<file path="src/rtl/fir_pkg.sv">
// Shared types and helpers for the multi-channel FIR tap delay line.
package fir_pkg;

    localparam int SAMPLE_DW = 16;

    typedef logic signed [SAMPLE_DW-1:0] sample_t;

    typedef enum logic [0:0] {S_IDLE, S_FLUSH} tapline_state_t;

    // Index width that stays at least 1 bit so single-channel builds still have a port.
    function automatic int clog2_min1(input int n);
        return (n <= 1) ? 1 : $clog2(n);
    endfunction

endpackage

</file>
<file path="src/rtl/fir_tap_bank.sv">
// One channel's sample history: TAPS-deep shift register plus saturating fill count.
module fir_tap_bank #(
    parameter int DW   = 16,
    parameter int TAPS = 8
) (
    input  logic                 clk,
    input  logic                 rst,
    input  logic                 shift_en,
    input  logic                 clr,
    input  logic signed [DW-1:0] din,
    output logic signed [DW-1:0] taps [0:TAPS-1],
    output logic                 primed
);

    localparam int FW = $clog2(TAPS + 1);

    logic [FW-1:0] fill;

    always_ff @(posedge clk or posedge rst) begin
        if (rst) begin
            fill <= '0;
            for (int k = 0; k < TAPS; k++) taps[k] <= '0;
        end else if (clr) begin
            fill <= '0;
            for (int k = 0; k < TAPS; k++) taps[k] <= '0;
        end else if (shift_en) begin
            taps[0] <= din;
            for (int k = 1; k < TAPS; k++) taps[k] <= taps[k-1];
            if (fill != FW'(TAPS)) fill <= fill + FW'(1);
        end
    end

    // Looks ahead through this cycle's shift so the caller can register it with the new taps.
    assign primed = (fill == FW'(TAPS)) || (shift_en && fill == FW'(TAPS - 1));

endmodule

</file>
<file path="src/rtl/fir_tap_line_mc.sv">
// Multi-channel FIR tap line: handshake, flush sweep FSM, per-channel banks and output register.
module fir_tap_line_mc
    import fir_pkg::*;
#(
    parameter int  DW   = 16,
    parameter int  TAPS = 8,
    parameter int  CH   = 2,
    localparam int CW   = clog2_min1(CH)
) (
    input  logic                 clk,
    input  logic                 rst,
    input  logic                 flush,
    input  logic                 in_valid,
    output logic                 in_ready,
    input  logic signed [DW-1:0] in_data,
    input  logic [CW-1:0]        in_ch,
    output logic                 out_valid,
    input  logic                 out_ready,
    output logic [CW-1:0]        out_ch,
    output logic signed [DW-1:0] out_taps [0:TAPS-1],
    output logic                 out_primed,
    output logic                 busy,
    output logic                 err_ch
);

    tapline_state_t state, state_next;
    logic [CW-1:0]  fcnt;
    logic           accept, ch_ok;
    logic [CH-1:0]  shift_en, clr, bank_primed;
    logic signed [DW-1:0] bank_taps [CH][0:TAPS-1];
    logic signed [DW-1:0] next_taps [0:TAPS-1];
    logic                 next_primed;

    assign in_ready = (state == S_IDLE) && !flush && (!out_valid || out_ready);
    assign accept   = in_valid && in_ready;
    assign ch_ok    = {1'b0, in_ch} < (CW+1)'(CH);

    for (genvar g = 0; g < CH; g++) begin : g_bank
        assign shift_en[g] = accept && ch_ok && (in_ch == CW'(g));
        assign clr[g]      = (state == S_FLUSH) && (fcnt == CW'(g));

        fir_tap_bank #(.DW(DW), .TAPS(TAPS)) u_bank (
            .clk      (clk),
            .rst      (rst),
            .shift_en (shift_en[g]),
            .clr      (clr[g]),
            .din      (in_data),
            .taps     (bank_taps[g]),
            .primed   (bank_primed[g])
        );
    end

    // Post-shift view of the selected channel, captured into the output register.
    always_comb begin
        next_primed = 1'b0;
        for (int k = 0; k < TAPS; k++) next_taps[k] = '0;
        for (int c = 0; c < CH; c++) begin
            if (in_ch == CW'(c)) begin
                next_primed = bank_primed[c];
                for (int k = 1; k < TAPS; k++) next_taps[k] = bank_taps[c][k-1];
            end
        end
        next_taps[0] = in_data;
    end

    always_comb begin
        state_next = state;
        case (state)
            S_IDLE:  if (flush) state_next = S_FLUSH;
            S_FLUSH: if (!flush && fcnt == CW'(CH - 1)) state_next = S_IDLE;
            default: state_next = S_IDLE;
        endcase
    end

    always_ff @(posedge clk or posedge rst) begin
        if (rst) begin
            state <= S_IDLE;
            fcnt  <= '0;
            busy  <= 1'b0;
        end else begin
            state <= state_next;
            busy  <= (state_next == S_FLUSH);
            if (state == S_IDLE || flush) fcnt <= '0;
            else                          fcnt <= fcnt + CW'(1);
        end
    end

    always_ff @(posedge clk or posedge rst) begin
        if (rst) begin
            out_valid  <= 1'b0;
            out_ch     <= '0;
            out_primed <= 1'b0;
            err_ch     <= 1'b0;
            for (int k = 0; k < TAPS; k++) out_taps[k] <= '0;
        end else begin
            err_ch <= accept && !ch_ok;
            if (state == S_IDLE && flush) begin
                out_valid <= 1'b0;
            end else if (accept && ch_ok) begin
                out_valid  <= 1'b1;
                out_ch     <= in_ch;
                out_primed <= next_primed;
                out_taps   <= next_taps;
            end else if (out_valid && out_ready) begin
                out_valid <= 1'b0;
            end
        end
    end

endmodule

</file>
<file path="config.mk">
export PLATFORM = sky130hd
export DESIGN_NAME = fir_tap_line_mc
export DESIGN_NICKNAME = d
export VERILOG_FILES = /design/src/rtl/fir_pkg.sv /design/src/rtl/fir_tap_bank.sv /design/src/rtl/fir_tap_line_mc.sv
export SDC_FILE = /design/constraint.sdc
export NUM_CORES = 1
export LEC_CHECK = 0
export BUFFER_PORTS_ARGS = -buffer_cell sky130_fd_sc_hd__buf_2
export CAP_MARGIN = 20
export CORE_UTILIZATION = 60
export CTS_CLUSTER_SIZE = 14
export DETAILED_ROUTE_END_ITERATION = 12
export PLACE_DENSITY = 0.8
export SLEW_MARGIN = 40
export SYNTH_ARGS = -nofsm -noshare
export SYNTH_HDL_FRONTEND = slang
export SYNTH_HIERARCHICAL = 1
export SYNTH_SLANG_ARGS = --single-unit
</file>
<file path="constraint.sdc">
create_clock -name clk -period 4.99 [get_ports clk]
set_clock_uncertainty 0.2 [all_clocks]
set_input_delay 0 -clock clk [delete_from_list [all_inputs] [get_ports clk]]
set_output_delay 0 -clock clk [all_outputs]
set_load 0.005 [all_outputs]
</file>
Word level (Yosys, flattened, before mapping)
Cells that the tools add are included.

$add $sub $neg: 3. Eq/ne operators: 6. Multiplexer cells: 19. Bitwise logic cells: 4. Reduce and logical (&&, ||, !) cells: 26.

Operators with widths (number): $mux W128 (4); $mux W112 (1); $mux W4 (6); $logic_and A1 B1 Y1 (12); $add A4 B1 Y4 const B (2); $eq A4 B3 Y1 const B (2); $eq A4 B4 Y1 const B (2); $ne A4 B4 Y1 const B (2); $reduce_bool A2 Y1 (4); $mux W1 (7); $reduce_and A2 Y1 (3); $logic_or A1 B1 Y1 (4); $not A1 Y1 (4); $reduce_bool A3 Y1 (1); $logic_not A1 Y1 (2); $pmux W1 S2 (1); $add A1 B1 Y1 const B (1).

Register bits after elaboration: 365. Input port bits: 22. Output and inout port bits: 134. Logic and storage cells: 87.

Logic depth before layout (Yosys ltp)
Word-level depth: 8. Mapped depth: 11. Gate-level depth less buffers: 7.

Hierarchy
Netlist, hierarchy kept.

Modules (own cells, without submodules): fir_tap_bank (instances 2, cells an instance 440, area each 5420.2 µm², seq. area each 3303.2 µm²); fir_tap_line_mc (instances 1, cells an instance 420, area each 6683.9 µm², seq. area each 3328.2 µm²).

Worst setup path before layout
OpenSTA, ideal clock, no wires.

Path kind: reg2reg. From: register out_valid. To: register g_bank[0].u_bank/taps[102] (netlist name). Setup time: 132 ps. Arrival time: 2125 ps. Required time: 4658 ps. Path slack: 2533 ps. Stages on the path, launching flop included: 12. Path buffers: 6. Cells stage by stage: dfrtp_1 -> nor2b_4 -> or4b_1 -> buf_2 -> buf_6 -> buf_6 -> nor2_1 -> buf_4 -> buf_6 -> buf_6 -> mux2i_1 -> nor2_1.

Longest elaborated chain between the ends: 6.

Ends and longest elaborated chain: start, declared (RTL line fir_tap_line_mc.sv:17) `output logic out_valid,`; start signal, assigned (RTL line fir_tap_line_mc.sv:90) `out_valid <= 1'b0;`; start signal, assigned (RTL line fir_tap_line_mc.sv:98) `out_valid <= 1'b0;`; start signal, assigned (RTL line fir_tap_line_mc.sv:100) `out_valid <= 1'b1;`; $logic_not A1 Y1 (RTL line fir_tap_line_mc.sv:34) `assign in_ready = (state == S_IDLE) && !flush && (!out_valid || out_ready);`; $logic_or A1 B1 Y1 (RTL line fir_tap_line_mc.sv:34); $logic_and A1 B1 Y1 (RTL line fir_tap_line_mc.sv:34); $logic_and A1 B1 Y1 (RTL line fir_tap_line_mc.sv:35) `assign accept = in_valid && in_ready;`; $logic_and A1 B1 Y1 (RTL line fir_tap_line_mc.sv:39) `assign shift_en[g] = accept && ch_ok && (in_ch == CW'(g));`; named net shift_en[0] (RTL line fir_tap_line_mc.sv:29) `logic [CH-1:0] shift_en, clr, bank_primed;`; $reduce_bool A2 Y1 (no source line); end, declared (RTL line fir_tap_bank.sv:11) `output logic signed [DW-1:0] taps [0:TAPS-1],`.

The timed path passes the listed nets, and every way through them passes these cells. A chain may end at the register's enable or synchronous reset.

Worst setup path in the final report
From: register out_valid. To: register g_bank[0].u_bank/taps[110] (netlist name).

Same word-level chain as after synthesis.

==> summary by stage <==
Setup path
In this run the register-to-register setup slack is 1.81 ns. The worst setup path is captured at a register. Walking the worst path, the cells encountered are nor2b_4, or4b_4, nor2_4, buf_4, mux2i_1, nor2_1. The count of cells along the worst register-to-register path is 6.

For the worst setup path, the data required time is 5.16 ns. The data arrival time of the worst path is 3.35 ns. The startpoint identified for the worst register-to-register timing path is out_valid. Along the worst path, the maximum fanout reaches 41. The most critical setup path has its startpoint at out_valid.

The endpoint identified for the worst register-to-register timing path is g_bank[0].u_bank/taps[110]. The slowest stage of the critical path is the or4b_4 cell. The capture point of the worst path is g_bank[0].u_bank/taps[110]. The sum of buffers and inverters on the critical path is 1. The type of the worst setup path is register to register. The worst setup path is launched from a register.

Counting buffers and inverters, the worst setup path is 6 cells deep. On the critical path the largest part of the delay comes from simple AND/OR/NAND/NOR gates. In this design, the stage delay of the slowest critical-path cell is 0.82 ns.

Timing
The count of endpoints failing hold in the final timing report is 14. The worst-margin pin slew is 0.8037 ns. The maximum clock rate is 314.8 MHz. The worst hold slack is -0.06166 ns. The remaining max-slew budget at the tightest pin is 0.4642. The total setup violations reported at the end of the flow is 0.

The setup TNS is 0 ns. The number of max-slew violations in the final report was 0. Setup repair after global routing left no endpoint under its margin.

Of the available clock period, the critical path in the final layout requires 0.6366. The time the worst path needs with I/O delays and setup is 3.177 ns. The slack of the critical path is 1.813 ns.

Clocking
The clock root buffer is clkbuf_16. The post-CTS clock slew at the launch and capture registers of the worst setup and hold paths is 0.06 ns. The buffer count from post-CTS setup fixing is 0. The clock sink count is 365.

TritonCTS built the clock tree. The clock buffer count from CTS is 37. In this run the number of H-tree levels came out at 2. The maximum root-to-sink buffer count is 3. The worst-skew pair later-pin latency is 0.52 ns.

Synth
The synthesized net count is 1,230. The synthesized area divided by synthesized cell count is 13.52 µm². The number of warning messages in the yosys log is 6. The cell count after synthesis came out at 1,204. After synthesis the cells add up to 16,280 µm².

Floorplanning
The floorplan die width is 166.7 µm. The die height is 166.7 µm. The number of standard-cell rows in the floorplan is 59. 156 I/O pins were placed. The total die area is 27,800 µm². The core region is 26,350 µm². The starting utilization of the core area is 0.6179.

Detailed routing
After detailed routing, the average wire length per cell comes to 20.70 µm. The total DRC errors in the routed layout is 0. In this run the remaining antenna-violating nets after routing total 0.

The total wirelength of the detailed-routed design is 35.27 mm. The detail-routed via count per cell is 5.722. The total iterations of the first detailed-routing run is 5. In this run, the number of DRC markers left after iteration 0 of detailed routing was 620.

The number of vias after detailed routing is 9,751.

Finish
Compared with the post-synthesis result, the final layout area differs by 13.69%. The diode insertion count for antenna repair is 0. The proportion of layout cells with a drive suffix above 1 is 0.3543. After filler insertion, the fill cell instance count of the layout stands at 1,744.

The number of nets in the finished design is 1,371. For this run, the number of standard cells in the final layout without fillers is 1,704.

Power and ir drop
Across the VDD grid, the largest voltage drop is 0.0002225 V. After layout, the design draws a total of 6.310 mW. The power density over cell area is 340.9 nW/µm². The analysis attributes to cell leakage a power of 9.278 nW.

Global routing
For this run, the total global-route usage over all layers was measured as 0.2619. The first global-routing pass estimated 57.59 mm of wire. Global routing finished with a remaining overflow of 0. The maximum number of pins on one net before global-route repair is 85. The number of global-route vias before repair is 10,160. The initial antenna violation count is 0.

Status
The flow ran to the end, but the final reports show violations. The final reports fail on hold timing.

Run
Across the run, the number of max-cap violations was 0.

Worst hold path
The tightest min-delay check is of the primary input to asynchronous set/reset pin type.

Placed design
The final weighted congestion in routability-driven placement is 0.7672. The final HPWL from detailed placement is 21.82 mm. Input and output buffers added on the ports amount to 154. The cell total after placement is 1,621. The worst setup timing slack at the placement stage is 1.801 ns.
## metal layers
| layer | wire length [µm] | vias up | track usage |
|---|---|---|---|
| met5 | 0 | - | 0 |
| met4 | 870 | 0 | 0.08011 |
| met1 | 16120 | 5032 | 0.3785 |
| met2 | 16860 | 252 | 0.4171 |
| met3 | 1421 | 64 | 0.03327 |
| li1 | - | 4403 | - |
## worst reg2reg max path, cell delays in order, from the launching register on
cell	delay, ns
dfrtp_1	0.38
nor2b_4	0.13
or4b_4	0.82
nor2_4	0.73
buf_4	0.45
mux2i_1	0.26
nor2_1	0.06
## sequential cells by signal (all words and copies together) (netlist names)
| register | count |
|---|---|
| g_bank.u_bank/taps | 224 |
| out_ch | 1 |
| out_taps | 128 |
| out_primed | 1 |
| state | 1 |
| g_bank.u_bank/fill | 8 |
| fcnt | 1 |
| out_valid | 1 |
## final cells by class
| cell class | instances | area, µm² | area share |
|---|---|---|---|
| Clock inverter | 9 | 73.82 | 0.003988 |
| Inverter | 9 | 51.30 | 0.002771 |
| Sequential cell | 365 | 9134 | 0.4934 |
| Multi-Input combinational cell | 741 | 6518 | 0.3521 |
| Clock buffer | 54 | 1132 | 0.06117 |
| Tap cell | 335 | 419.2 | 0.02264 |
| Timing Repair Buffer | 191 | 1184 | 0.06394 |
## stage by stage
stage	hold WS, ns	cell area, µm²	utilization
floorplan	-0.1609	16280	-
global placement	0.01539	17030	0.6463
detailed placement	0.02958	17100	0.6488
CTS	0.02929	18510	0.7022
global route	0.03133	18510	0.7024
finish	-0.06166	18510	0.7024
## where the power goes
group | internal [mW] | switching (mW) | total [mW] | leakage (nW)
Clock | 1.62 | 1.14 | 2.76 | 0.604
Sequential | 3.03 | 0.0439 | 3.07 | 5.06
Combinational | 0.199 | 0.277 | 0.477 | 3.62
Total | 4.85 | 1.46 | 6.31 | 9.28
## cells in the final DEF, fill, tap and decap left out, drive strengths merged, types with 2 or more instances in the layout
cell	count
dfrtp	365
mux2	243
nor2	230
mux2i	224
buf	171
clkbuf	54
dlygate4sd3	20
inv	10
clkinv	7
nand2b	4
nand2	4
ha	4
a21oi	4
o21ai	4
and2	3
or2b	2
nand3b	2
nand4	2
xor2	2
nand3	2
nand4b	2
o31ai	2
or3b	2
## worst min path at each step
stage | start | endpoint | slack [ns] | depth (start not counted)
floorplan | flush | in_ready | -0.16 | 1
detailed placement | flush | fcnt | 0.03 | 2
global route | rst | out_taps[31] | 0.03 | 3
finish | rst | out_taps[63] | -0.06 | 3
CTS | flush | fcnt | 0.03 | 3
global placement | flush | fcnt | 0.02 | 2
## timing repair
action	CTS	global route
endpoints found under the hold margin	259	0
gates resized for setup	0	0
hold buffers	20	0
Power figures use the tool's default switching activity.
